[src/rtl/sitcp_tx_mux.sv]
// N-channel round-robin word multiplexer feeding the SiTCP TCP TX byte port.
// Each word is sent MSB first, optionally preceded by a {tag, channel} header byte.
module sitcp_tx_mux #(
    parameter int         N_CH      = 4,
    parameter int         DATA_W    = 32,
    parameter bit         HEADER_EN = 1'b1,
    parameter logic [3:0] HDR_TAG   = 4'hA
) (
    input  logic                     CLK,
    input  logic                     RST,
    input  logic                     TCP_OPEN,
    input  logic                     TCP_TX_FULL,
    output logic                     TCP_TX_WR,
    output logic [7:0]               TCP_TX_DATA,
    input  logic [N_CH-1:0]          CH_VALID,
    output logic [N_CH-1:0]          CH_READY,
    input  logic [N_CH*DATA_W-1:0]   CH_DATA,
    output logic                     BUSY,
    output logic [31:0]              WORD_CNT,
    output logic [15:0]              DROP_CNT
);

    localparam int NB    = DATA_W / 8;
    localparam int BI_W  = (NB > 1) ? $clog2(NB) : 1;
    localparam int PTR_W = (N_CH > 1) ? $clog2(N_CH) : 1;

    typedef enum logic [1:0] {IDLE, HDR, PAY} state_t;

    state_t            state_q, state_d;
    logic [PTR_W-1:0]  rr_ptr, cur_ch, grant, idx;
    logic [BI_W-1:0]   bi;
    logic [DATA_W-1:0] shreg;
    logic              found, accept, emit, emit_hdr, last, abandon;
    logic [4:0]        n_valid;
    logic [16:0]       drop_sum;

    // Round-robin search starting just above the last granted channel.
    always_comb begin
        found = 1'b0;
        grant = '0;
        idx   = '0;
        for (int k = 1; k <= N_CH; k++) begin
            idx = PTR_W'((int'(rr_ptr) + k) % N_CH);
            if (!found && CH_VALID[idx]) begin
                found = 1'b1;
                grant = idx;
            end
        end
    end

    // While the connection is down every offered word is swallowed.
    always_comb begin
        CH_READY = '0;
        if (!RST) begin
            if (!TCP_OPEN)
                CH_READY = CH_VALID;
            else if (state_q == IDLE && found)
                CH_READY[grant] = 1'b1;
        end
    end

    always_comb begin
        state_d  = state_q;
        accept   = 1'b0;
        emit     = 1'b0;
        emit_hdr = 1'b0;
        last     = 1'b0;
        abandon  = 1'b0;
        case (state_q)
            IDLE: begin
                if (TCP_OPEN && found) begin
                    accept  = 1'b1;
                    state_d = HEADER_EN ? HDR : PAY;
                end
            end
            HDR: begin
                if (!TCP_OPEN) begin
                    abandon = 1'b1;
                    state_d = IDLE;
                end else if (!TCP_TX_FULL) begin
                    emit     = 1'b1;
                    emit_hdr = 1'b1;
                    state_d  = PAY;
                end
            end
            PAY: begin
                if (!TCP_OPEN) begin
                    abandon = 1'b1;
                    state_d = IDLE;
                end else if (!TCP_TX_FULL) begin
                    emit = 1'b1;
                    if (bi == BI_W'(NB - 1)) begin
                        last    = 1'b1;
                        state_d = IDLE;
                    end
                end
            end
            default: state_d = IDLE;
        endcase
    end

    always_comb begin
        n_valid = '0;
        for (int i = 0; i < N_CH; i++)
            n_valid = n_valid + 5'(CH_VALID[i]);
        drop_sum = 17'(DROP_CNT) + 17'(n_valid) + 17'(abandon);
    end

    assign BUSY = (state_q != IDLE);

    always_ff @(posedge CLK) begin
        if (RST) begin
            state_q     <= IDLE;
            rr_ptr      <= PTR_W'(N_CH - 1);
            cur_ch      <= '0;
            bi          <= '0;
            shreg       <= '0;
            TCP_TX_WR   <= 1'b0;
            TCP_TX_DATA <= '0;
            WORD_CNT    <= '0;
            DROP_CNT    <= '0;
        end else begin
            state_q   <= state_d;
            TCP_TX_WR <= emit;
            if (accept) begin
                shreg  <= CH_DATA[grant*DATA_W +: DATA_W];
                rr_ptr <= grant;
                cur_ch <= grant;
                bi     <= '0;
            end
            // Shift register always presents the next payload byte at its top.
            if (emit) begin
                if (emit_hdr) begin
                    TCP_TX_DATA <= {HDR_TAG, 4'(cur_ch)};
                end else begin
                    TCP_TX_DATA <= shreg[DATA_W-1 -: 8];
                    shreg       <= shreg << 8;
                    bi          <= bi + 1'b1;
                end
            end
            if (last)
                WORD_CNT <= WORD_CNT + 32'd1;
            if (!TCP_OPEN)
                DROP_CNT <= drop_sum[16] ? 16'hFFFF : drop_sum[15:0];
        end
    end

endmodule

[config.mk]
export PLATFORM = sky130hd
export DESIGN_NAME = sitcp_tx_mux
export DESIGN_NICKNAME = d
export VERILOG_FILES = /design/src/rtl/sitcp_tx_mux.sv
export SDC_FILE = /design/constraint.sdc
export NUM_CORES = 1
export LEC_CHECK = 0
export ABC_AREA = 1
export CORE_MARGIN = 2
export CORE_UTILIZATION = 50
export DETAILED_ROUTE_END_ITERATION = 10
export GPL_TIMING_DRIVEN = 0
export PLACE_DENSITY = 0.85
export SETUP_SLACK_MARGIN = 0.3
export SYNTH_ARGS = -nofsm -noshare
export SYNTH_HDL_FRONTEND = slang
export SYNTH_SLANG_ARGS = --single-unit
[constraint.sdc]
create_clock -name CLK -period 7.67 [get_ports CLK]
set_input_delay 1.534 -clock CLK [delete_from_list [all_inputs] [get_ports CLK]]
set_output_delay 1.534 -clock CLK [all_outputs]
set_load 0.01 [all_outputs]
# Word-level counts from Yosys, hierarchy flattened
# Cells that the tools add are included.
# classes
eq_ne	7
n_addsub	11
n_lt_le_gt_ge	6
shifts	1
n_reduce_logical	13
mux	48
# op_table
operator	n
indexed part select 128 x 8 -> 32 bit	1
two-way mux 32 bit	3
adder 32 x 1 -> 32 bit, second input constant	1
two-way mux 2 bit	13
two-way mux 1 bit	21
adder 16 x 4 -> 17 bit	1
adder 17 x 1 -> 17 bit	1
two-way mux 16 bit	1
< comparator 2 x 3 -> 1 bit, second input constant	5
two-way mux 4 bit	3
!= test 3 bit, second input constant	3
binary-select mux 1 bit (select 2 bit)	4
two-way mux 8 bit	1
adder 2 x 1 -> 2 bit, second input constant	3
logical AND 1 bit	6
case mux 2 bit (3 select lines)	1
adder 2 bit, second input constant	2
adder 3 x 1 -> 4 bit	1
equality test 2 bit, second input constant	2
AND reduction 4 bit	1
adder 2 x 1 -> 3 bit	1
logical NOT 1 bit	3
adder 1 x 1 -> 2 bit	1
demux 1 bit (select 2 bit)	1
6 further kinds	6
# word_totals
ff_bits	97
word_cells	95
out_inout_bits	62

# Logic depth before layout (Yosys ltp)
# Gate-level depths: netlist of the first run.
# logic_depth
ltp_word	20
ltp_mapped	18
ltp_nobuf	17

# Worst setup path after synthesis of the first run
# OpenSTA, ideal clock, no wires.
# synth_timing
path_type	in2out
from	in CH_VALID[0]
to	out CH_READY[1]
required_ns	6.136
path_slack_ns	3.297
path_stages	13
t_arrival_ns	2.839
cell_sequence	nand2_1 > nand2_1 > nand2_1 > nand2_2 > inv_2 > nand2_1 > nand2_2 > nand3_4 > buf_6 > buf_6 > nor2_2 > nand2_1 > a21oi_1
# synth_between
elab_chain_cells	19
elab_cells_between_ends	31
cone_classes	2 x order compare; 21 x mux; 8 x reduce/logical
# synth_rtl
item	line	text
from (decl)	15	input logic [N_CH-1:0] CH_VALID,
binary-select mux 1 bit (select 2 bit)	44	if (!found && CH_VALID[idx]) begin
two-way mux 1 bit (not written as such)	44	
two-way mux 1 bit	44	
logical NOT 1 bit	44	
logical AND 1 bit	44	
two-way mux 1 bit	44	
logical NOT 1 bit	44	
logical AND 1 bit	44	
[3 not listed]	n/a	
two-way mux 2 bit	44	
< comparator 2 x 3 -> 1 bit (not written as such) or greater-or-equal comparator 2 x 1 -> 1 bit (tied branches)	58	CH_READY[grant] = 1'b1;
logical AND 1 bit (not written as such)	58	
two-way mux 1 bit (not written as such)	58	
demux 1 bit (select 2 bit)	58	
two-way mux 4 bit (*)	57	else if (state_q == IDLE && found)
two-way mux 4 bit (*)	55	if (!TCP_OPEN)
two-way mux 4 bit (*)	54	if (!RST) begin
to (decl)	16	output logic [N_CH-1:0] CH_READY,
# Mark *: on every way between the ends. The rest lies on a longest branch, timed or not. The select of a mux whose other input is x is not followed.

# Worst setup path in the final report of the first run
# layout_timing
from	in CH_VALID[0]
to	out CH_READY[2]
# Same word-level chain as after synthesis.

==> results of run 1 <==
state kept, by name, summed over array words and instances (netlist names):
register / flops
DROP_CNT: 16
TCP_TX_DATA: 8
TCP_TX_WR: 1
WORD_CNT: 32
bi: 2
cur_ch: 2
rr_ptr: 2
shreg: 32
state_q: 2
per-layer routing:
metal	vias to the layer above	share of wire (%)	wire (µm)	GRT usage, %
met5	-	0	0	0
met4	0	2.5	490	9.41
met3	39	6.1	1180	4.26
met2	267	48	9290	49.5
met1	3211	43	8330	35.3
li1	3617	-	-	-
tightest hold or removal path: stages (launching register included):
cell and delay, ns:
dfxtp_1 0.31, nand2_1 0.06, a21oi_1 0.05
stage by stage:
step | util (%) | instances | setup WS, ns | power [W]
6_report | 70.7 | 1389 | 1.82 | 0.00249
5_1_grt | 70.7 | 1389 | 1.64 | 0.00266
4_1_cts | 70.7 | 1389 | 1.84 | 0.00247
3_5_place_dp | 68.0 | 1373 | 1.84 | 0.00197
3_3_place_gp | 68.0 | 1373 | 1.88 | 0.00194
2_1_floorplan | - | 1006 | 3.30 | 0.00157
cells in the mapped netlist (4+ instances only):
master / count / area share [%]
nand2_1: 241 / 14
inv_1: 186 / 11
dfxtp_1: 97 / 31
a21oi_1: 76 / 6.0
o21ai_0: 76 / 6.0
nand3_1: 65 / 5.1
nor2_1: 60 / 3.6
nand4_1: 31 / 3.1
clkbuf_1: 21 / 1.2
nor3_1: 19 / 1.5
o211ai_1: 18 / 2.1
xor2_1: 11 / 1.5
buf_4: 9 / 1.1
ha_1: 9 / 1.8
nand2_2: 9 / 0.89
buf_2: 7 / 0.55
inv_2: 7 / 0.41
a31oi_1: 6 / 0.59
buf_6: 6 / 1.1
xnor2_1: 6 / 0.83
buf_1: 5 / 0.30
nor2_2: 5 / 0.49
nor2_4: 5 / 0.89
nand3_2: 4 / 0.63
how the worst min path moves through the flow:
stage,to,slack [ns]
3_3_place_gp,TCP_TX_DATA[4]$_SDFFE_PP0P_,0.45
2_1_floorplan,TCP_TX_DATA[2]$_SDFFE_PP0P_,0.44
6_report,TCP_TX_DATA[3]$_SDFFE_PP0P_,0.47
3_5_place_dp,cur_ch[1]$_SDFFE_PP0N_,0.46
4_1_cts,cur_ch[1]$_SDFFE_PP0N_,0.47
5_1_grt,bi[1]$_SDFF_PP0_,0.49
power by group through the flow:
stage	combinational, W	clock [W]	sequential, W
global route	0.00148	0.000529	0.000646
CTS	0.00133	0.000507	0.000639
detailed placement	0.00132	0	0.000649
floorplan	0.000929	0	0.000636
global placement	0.00130	0	0.000646
finish	0.00134	0.000506	0.000641
cell type report:
| class | instances | share of cell area, % |
|---|---|---|
| Tap cell | 172 | 2.43 |
| Multi-Input combinational cell | 667 | 38.4 |
| Clock buffer | 11 | 2.86 |
| Inverter | 194 | 8.26 |
| Sequential cell | 97 | 22.0 |
| Timing Repair Buffer | 195 | 22.1 |
| Clock inverter | 5 | 0.976 |
| Buffer | 48 | 3.03 |
kinds of logic after synthesis:
kind of cell             share of synthesized area (%)
AO/OA/AOI/OAI                                     16.3
adder cells (fa/ha/maj)                           2.72
XOR/XNOR                                          2.35
buffers and inverters                             15.8
AND/OR/NAND/NOR                                   32.2
flip-flops                                        30.6
==> metrics.csv, run 1 <==
metric;value;unit
asr flop ratio synth;0;%
Int Pwr;0.00139;W
port buffer count;195;
largest net degree at the start of global routing;17;
first-pass GRT wire length;30.2;mm
FP Rows;41;
Top Ports;198;
Clock Path Buffers;2;
crit path capture type;output port;
Switch Pwr;0.00110;W
critical path's top delay family;buffers and inverters;
Max Freq;171;MHz
CTS clock-pin slew for the worst setup and hold paths;0.07;ns
vias in the first global route;6434;
Die Width;117;µm
Synth Net Count;1154;
post-CTS setup buffers;0;
Ys Warns;0;
outcome;completed;
Worst Setup Start Kind;primary input;
Final Instance Area;0.00884;mm²
# H-tree levels;3;
cell count after synthesis;1006;
max incr delay on CP;0.59;ns
Finish-stage setup viols;0;
most common cell after layout, fill and taps aside;nand2_1;
Critical Path RT;6.14;ns
Tcrit/Tclk final;76.3;%
GRT Overall Usage;28.2;%
multi-input logic area;0.00340;mm²
fin crit period;5.85;ns
RSZ-0062 raised after global routing;false;
insertion delay to the later sink of the worst-skew pair;0.35;ns
CTS tree;done;
max-slew violations;0;
Critical Path Start;CH_VALID[0];
WP buf/inv;4;
post-synthesis sequential area ratio;30.6;%
Worst path slowest cell;clkdlybuf4s50_1;
layout cells sized above 1;6.41;%
Synth cell types;43;
Layout Nets;1360;
post-cts resize count;0;
RD Place Congestion;0.942;
vias;7134;
Hold Path Class;flop to flop;
GRT overflow;0;
Die ar.;0.0136;mm²
clock sink count;97;
Synth Area per Inst;6.30;µm²
Fin. Hold Viols;0;
diodes inserted;0;
initial DRC count;603;
worst hold stages;2;
clk_skew;0.00796;ns
Logic pwr share;53.9;%
most used cell, CP;nand2_1;
Die H;117;µm
worst hold slack;0.469;ns
R2R Setup Slk;4.45;ns
Worst Max-Slew Pin Slew;0.688;ns
WL/cell;13.9;µm
commonest cells after routing, fill and taps aside;nand2_1, clkdlybuf4s50_1, inv_1;
clk root buf;clkbuf_16;
CTS Buf Count;9;
Remaining DRCs;0;
first drt pass iteration count;6;
Worst Path Arrival;4.32;ns
Synth Cell Area;0.00634;mm²
Critical Setup Path Class;primary input to output port;
initial antenna violation count;0;
HPWL after DPL;15.1;mm
Area Growth Syn to Fin;39.5;%
placed inst area;0.00851;mm²
RR Startpoint;state_q[1]$_SDFFE_PP0P_;
dominant synthesized flop cell;dfxtp_1;
reg2reg end;DROP_CNT[15]$_SDFFE_PP0N_;
relative slew slack;54.1;%
Pwr per Cell Area;282;mW/mm²
fillers;1108;
FF+latch area;0.00194;mm²
Vias/cell;5.14;
clock power share;20.3;%
TNS Setup;0;ns
worst setup path endpoint;CH_READY[2];
Max-Cap Viols;0;
Leakage;3.95;nW
critical path cell sequence;clkdlybuf4s50_1 > nand2_1 > nand2_1 > nand2_1 > nand2_2 > nor2_8 > nand3_4 > nand2_2 > nor2_4 > inv_2 > nor2_4 > buf_4 > nand2_1 > a21oi_1 > clkdlybuf4s50_1;
hold_buf cts;0;
final wirelength;19.3;mm
Levels on crit path;15;
initial core utilization;50.6;%
number of synthesized flops with an enable pin;0;
HP Start;TCP_TX_DATA[3]$_SDFFE_PP0P_;
Crit Path Max Fanout;10;
placeable core region;0.0125;mm²
antenna-violating nets left;0;
Yosys reg bits;97;
sw frac;44.1;%
maximum VDD drop;0.168;mV
worst-case reg-to-reg path depth;15;
sequential power share;25.8;%
Note: power is estimated with default switching activity, not from simulation.
==> run 2, diff against run 1 <==
--- a/config.mk
+++ b/config.mk
@@ -7,10 +7,10 @@
 export LEC_CHECK = 0
 export ABC_AREA = 1
 export CORE_MARGIN = 2
-export CORE_UTILIZATION = 50
+export CORE_UTILIZATION = 48
 export DETAILED_ROUTE_END_ITERATION = 10
 export GPL_TIMING_DRIVEN = 0
-export PLACE_DENSITY = 0.85
+export PLACE_DENSITY = 0.82
 export SETUP_SLACK_MARGIN = 0.3
 export SYNTH_ARGS = -nofsm -noshare
 export SYNTH_HDL_FRONTEND = slang
==> constraint.sdc (replaced) <==
create_clock -name CLK -period 6.06 [get_ports CLK]
set_input_delay 1.212 -clock CLK [delete_from_list [all_inputs] [get_ports CLK]]
set_output_delay 1.212 -clock CLK [all_outputs]
set_load 0.01 [all_outputs]
==> metrics.csv, run 2 (synthesized netlist as in run 1, its figures left out) <==
metric;value;unit;change
relative slew slack;55.6;%;+1.4 points
HPWL after DPL;15.2;mm;+0.31%
Global Route met3 Usage;3.30;%;-0.95 points
post-cts resize count;0;;unchanged
WL/cell;14.0;µm;+0.80%
# H-tree levels;3;;unchanged
Critical Setup Path Class;primary input to output port;;
Area Growth Syn to Fin;38.8;%;
Remaining DRCs;0;;unchanged
Max-Cap Viols;0;;unchanged
placeable core region;0.0128;mm²;+2.0%
first-pass GRT wire length;31.2;mm;+3.2%
Clock Path Buffers;2;;unchanged
Max Freq;193;MHz;
RSZ-0062 raised after global routing;false;;
FP Rows;41;;unchanged
vias in the first global route;6673;;+3.7%
initial antenna violation count;0;;unchanged
first drt pass iteration count;5;;-1
Critical Path RT;4.85;ns;-1.29 ns
R2R Setup Slk;2.93;ns;-1.52 ns
Finish-stage setup viols;0;;unchanged
crit path capture type;output port;;
Fin. Hold Viols;0;;unchanged
CTS tree;done;;
Layout Nets;1360;;unchanged
CTS Buf Count;9;;unchanged
GRT overflow;0;;unchanged
maximum VDD drop;0.260;mV;+55%
max-slew violations;0;;unchanged
post-CTS setup buffers;0;;unchanged
initial core utilization;49.6;%;-1.0 points
fillers;1130;;+2.0%
worst-case reg-to-reg path depth;15;;unchanged
Worst Path Arrival;3.96;ns;-0.36 ns
FF+latch area;0.00194;mm²;unchanged
Critical Path Start;CH_VALID[0];;
Top Ports;198;;unchanged
clock sink count;97;;unchanged
insertion delay to the later sink of the worst-skew pair;0.35;ns;about the same
Die Width;119;µm;+2.0%
most common cell after layout, fill and taps aside;nand2_1;;
RR Startpoint;state_q[1]$_SDFFE_PP0P_;;
clk_skew;0.0105;ns;+0.00256 ns
Tcrit/Tclk final;85.4;%;
diodes inserted;0;;unchanged
worst hold slack;0.468;ns;-0.00122 ns
reg2reg end;DROP_CNT[15]$_SDFFE_PP0N_;;
port buffer count;195;;unchanged
layout cells sized above 1;6.41;%;unchanged
antenna-violating nets left;0;;unchanged
vias;7316;;+2.6%
Hold Path Class;flop to flop;;
Leakage;3.92;nW;-0.84%
Die ar.;0.0141;mm²;+4.0%
hold_buf cts;0;;unchanged
fin crit period;5.17;ns;
Pwr per Cell Area;350;mW/mm²;+24%
Die H;119;µm;+2.0%
Top Registers;WORD_CNT (32), shreg (32), DROP_CNT (16);;
initial DRC count;684;;+13%
TNS Setup;0;ns;unchanged
final wirelength;19.4;mm;+0.80%
commonest cells after routing, fill and taps aside;nand2_1, clkdlybuf4s50_1, inv_1;;
RD Place Congestion;0.920;;-2.4%
largest net degree at the start of global routing;18;;+1
met1 usage;34.9;%;-0.41 points
GRT Overall Usage;27.0;%;-1.2 points
outcome;completed;;
GR Util met2;46.5;%;-3.1 points
Worst Max-Slew Pin Slew;0.661;ns;-0.0264 ns
Vias/cell;5.27;;+2.6%
multi-input logic area;0.00340;mm²;unchanged
Crit Path Max Fanout;10;;unchanged
Worst Setup Start Kind;primary input;;
clk root buf;clkbuf_16;;
CTS clock-pin slew for the worst setup and hold paths;0.07;ns;about the same
worst setup path endpoint;CH_READY[2];;
GRT Max-Usage Layer;met2;;
[run 2: cell types whose count changed in the layout (fill, tap and decap cells not counted)]
cell	delta
clkinvlp_4	+3
bufinv_16	-2
clkbuf_8	-1
clkinv_4	-1
inv_8	+1
[run 2: worst min path at each step]
stage	slack (ns)	cells past startpoint	end	from
floorplan	0.44	2	TCP_TX_DATA[2]$_SDFFE_PP0P_	shreg[26]$_SDFF_PP0_
global placement	0.45	2	TCP_TX_DATA[4]$_SDFFE_PP0P_	shreg[28]$_SDFF_PP0_
detailed placement	0.45	2	TCP_TX_DATA[4]$_SDFFE_PP0P_	shreg[28]$_SDFF_PP0_
CTS	0.46	2	TCP_TX_DATA[4]$_SDFFE_PP0P_	shreg[28]$_SDFF_PP0_
global route	0.48	2	TCP_TX_DATA[4]$_SDFFE_PP0P_	shreg[28]$_SDFF_PP0_
finish	0.47	2	bi[1]$_SDFF_PP0_	bi[1]$_SDFF_PP0_
[run 2: power by group]
group	switching [W]	total [W]	internal [W]
Sequential	0.0000620	0.000809	0.000747
Clock	0.000265	0.000560	0.000295
Combinational	0.00109	0.00171	0.000627
Total	0.00141	0.00308	0.00167
[run 2: layout make-up]
type,instances,share of cell area [%]
repair buffers,195,22.2
flip-flops and latches,97,22.1
plain buffers,48,3.04
well taps,172,2.45
inverters,194,8.31
clock inverters,6,0.583
clock buffers,10,2.72
multi-input cells,667,38.6
[run 2: metal layers]
layer	up-vias	share of wire (%)
li1	3617	-
met1	3299	43
met2	354	47
met3	46	7.3
met4	0	2.4
met5	-	0
[run 2: stage by stage]
| step | total power, W | area, µm² | worst slack (ns) | util [%] | instances |
|---|---|---|---|---|---|
| 2_1_floorplan | 0.00198 | 6340 | 2.30 | - | 1006 |
| 3_3_place_gp | 0.00247 | 8510 | 0.886 | 66.6 | 1373 |
| 3_5_place_dp | 0.00250 | 8510 | 0.876 | 66.6 | 1373 |
| 4_1_cts | 0.00306 | 8800 | 0.872 | 68.9 | 1389 |
| 5_1_grt | 0.00329 | 8800 | 0.638 | 68.9 | 1389 |
| 6_report | 0.00308 | 8800 | 0.887 | 68.9 | 1389 |
[run 2: worst max-delay path: stages]
cell	delay, ns
clkdlybuf4s50_1	0.58
nand2_1	0.08
nand2_1	0.10
nand2_1	0.09
nand2_2	0.14
nor2_8	0.05
nand3_4	0.11
nand2_2	0.09
nor2_4	0.21
inv_2	0.10
nor2_4	0.17
buf_4	0.21
nand2_1	0.07
a21oi_1	0.16
clkdlybuf4s50_1	0.57
==> run 3, diff against run 2 <==
--- a/config.mk
+++ b/config.mk
@@ -6,11 +6,11 @@
 export NUM_CORES = 1
 export LEC_CHECK = 0
 export ABC_AREA = 1
-export CORE_MARGIN = 2
+export CORE_MARGIN = 5
 export CORE_UTILIZATION = 48
 export DETAILED_ROUTE_END_ITERATION = 10
 export GPL_TIMING_DRIVEN = 0
-export PLACE_DENSITY = 0.82
+export PLACE_DENSITY_LB_ADDON = 0.08
 export SETUP_SLACK_MARGIN = 0.3
 export SYNTH_ARGS = -nofsm -noshare
 export SYNTH_HDL_FRONTEND = slang
==> metrics.csv, run 3 (synthesized netlist as in run 1, its figures left out) <==
metric;value;unit;change
outcome;completed;;
TNS Setup;0;ns;unchanged
insertion delay to the later sink of the worst-skew pair;0.35;ns;about the same
layout cells sized above 1;6.09;%;-0.32 points
post-cts resize count;0;;unchanged
Critical Path RT;4.85;ns;about the same
CTS Buf Count;9;;unchanged
met3 WL;1.14;mm;-19%
largest net degree at the start of global routing;15;;-3
critical path's top delay family;buffers and inverters;;
FP Rows;42;;+2.4%
RD Place Congestion;0.893;;-2.8%
Int Pwr;0.00169;W;+1.3%
diodes inserted;0;;unchanged
clk root buf;clkbuf_16;;
critical path cell sequence;clkdlybuf4s50_1 > nand2_1 > nand2_1 > nand2_1 > nand2_2 > nor2_8 > nand3_4 > nand2_2 > nor2_4 > inv_2 > buf_6 > nor2_2 > nand2_1 > a21oi_1 > clkdlybuf4s50_1;;
port buffer count;195;;unchanged
vias in the first global route;6492;;-2.7%
HPWL after DPL;14.9;mm;-1.6%
Worst Path Arrival;3.96;ns;about the same
initial DRC count;679;;-0.73%
Top Registers;WORD_CNT (32), shreg (32), DROP_CNT (16);;
most common cell after layout, fill and taps aside;nand2_1;;
# H-tree levels;3;;unchanged
Crit Path Max Fanout;10;;unchanged
Core Util, Final;67.2;%;-1.7 points
post-CTS setup buffers;0;;unchanged
CTS clock-pin slew for the worst setup and hold paths;0.06;ns;about the same
WP buf/inv;4;;unchanged
Leakage;3.92;nW;about the same
first drt pass iteration count;5;;unchanged
maximum VDD drop;0.414;mV;+59%
Critical Setup Path Class;primary input to output port;;
Vias/cell;5.00;;-5.2%
met2 wire length;9.02;mm;-2.2%
clock sink count;97;;unchanged
Worst Max-Slew Pin Slew;0.674;ns;+0.0128 ns
clock power share;18.4;%;+0.2 points
Layout Nets;1360;;unchanged
relative slew slack;55.1;%;-0.52 points
initial antenna violation count;0;;unchanged
hold_buf cts;0;;unchanged
Pwr per Cell Area;346;mW/mm²;-1.2%
placeable core region;0.0131;mm²;+2.4%
max incr delay on CP;0.59;ns;about the same
Top Ports;198;;unchanged
max-slew violations;0;;unchanged
Max Used Layer;met4;;
Tcrit/Tclk final;85.3;%;about the same
sequential power share;26.6;%;+0.3 points
Remaining DRCs;0;;unchanged
most used cell, CP;nand2_1;;
initial core utilization;48.4;%;-1.2 points
Switch Pwr;0.00135;W;-4.3%
Logic pwr share;55.1;%;-0.5 points
Clock Path Buffers;2;;unchanged
GRT Overall Usage;23.4;%;-3.6 points
RSZ-0062 raised after global routing;false;;
Die Width;125;µm;+5.0%
Worst path slowest cell;clkdlybuf4s50_1;;
Hold Path Class;flop to flop;;
commonest cells after routing, fill and taps aside;nand2_1, clkdlybuf4s50_1, inv_1;;
multi-input logic area;0.00340;mm²;unchanged
Fin. Hold Viols;0;;unchanged
Area Growth Syn to Fin;38.7;%;about the same
sw frac;44.4;%;-1.4 points
crit path capture type;output port;;
Finish-stage setup viols;0;;unchanged
FF+latch area;0.00194;mm²;unchanged
clk_skew;0.00634;ns;-0.00418 ns
Max Freq;193;MHz;about the same
first-pass GRT wire length;30.7;mm;-1.7%
fillers;1213;;+7.3%
vias;6954;;-4.9%
WL/cell;13.4;µm;-4.0%
Max-Cap Viols;0;;unchanged
Die H;125;µm;+5.0%
fin crit period;5.17;ns;-0.00469 ns
final wirelength;18.7;mm;-3.8%
CTS tree;done;;
Worst Setup Start Kind;primary input;;
metal1 wirelength;8.08;mm;-3.1%
GRT overflow;0;;unchanged
Die ar.;0.0156;mm²;+10%
antenna-violating nets left;0;;unchanged
run 3: cell count changes in the layout (fill, tap and decap cells not counted):
| cell | change |
|---|---|
| clkbuf_1 | +3 |
| clkinvlp_4 | -2 |
| clkinv_4 | -1 |
| inv_8 | -1 |
| clkbuf_8 | -1 |
| bufinv_16 | +1 |
| clkinv_2 | +1 |
| inv_6 | -1 |
run 3: power by group through the flow:
stage               Sequential (W)  Combinational, W  Clock, W
floorplan                 0.000805           0.00118         0
global placement          0.000817           0.00166         0
detailed placement        0.000821           0.00168         0
CTS                       0.000807           0.00169  0.000563
global route              0.000820           0.00188  0.000592
finish                    0.000809           0.00168  0.000559
run 3: area by class of cell:
type / instances / area share [%]
well taps: 176 / 2.51
repair buffers: 195 / 22.2
clock inverters: 3 / 0.484
clock buffers: 12 / 2.69
plain buffers: 48 / 3.05
inverters: 194 / 8.31
multi-input cells: 667 / 38.7
flip-flops and latches: 97 / 22.1
run 3: layer usage:
| layer | track usage, % | vias to the layer above |
|---|---|---|
| li1 | - | 3615 |
| met3 | 4.46 | 33 |
| met2 | 40.2 | 225 |
| met4 | 7.78 | 0 |
| met1 | 29.5 | 3081 |
| met5 | 0 | - |
run 3: per-stage QoR:
stage                     instance area (µm²)  worst slack, ns  instances  hold WS [ns]  total power [W]
after CTS                                8790            0.907       1392         0.462          0.00306
after detailed placement                 8510            0.920       1377         0.456          0.00250
after global routing                     8790            0.711       1392         0.494          0.00329
final                                    8790            0.891       1392         0.466          0.00304
after floorplan                          6340             2.30       1006         0.440          0.00198
after global placement                   8510            0.937       1377         0.450          0.00247
run 3: worst min-delay path, cell delays in order (launching register included):
cell and delay (ns):
dfxtp_1 0.31, nand2_1 0.06, a21oi_1 0.05
run 3: worst paths after layout:
kind                      startpoint  cells after the start                     endpoint  slack [ns]
min reg2reg     shreg[27]$_SDFF_PP0_                      2  TCP_TX_DATA[3]$_SDFFE_PP0P_        0.47
max reg2reg  state_q[1]$_SDFFE_PP0P_                     15    DROP_CNT[15]$_SDFFE_PP0N_        2.99
max                      CH_VALID[0]                     15                  CH_READY[3]        0.89
min             shreg[27]$_SDFF_PP0_                      2  TCP_TX_DATA[3]$_SDFFE_PP0P_        0.47
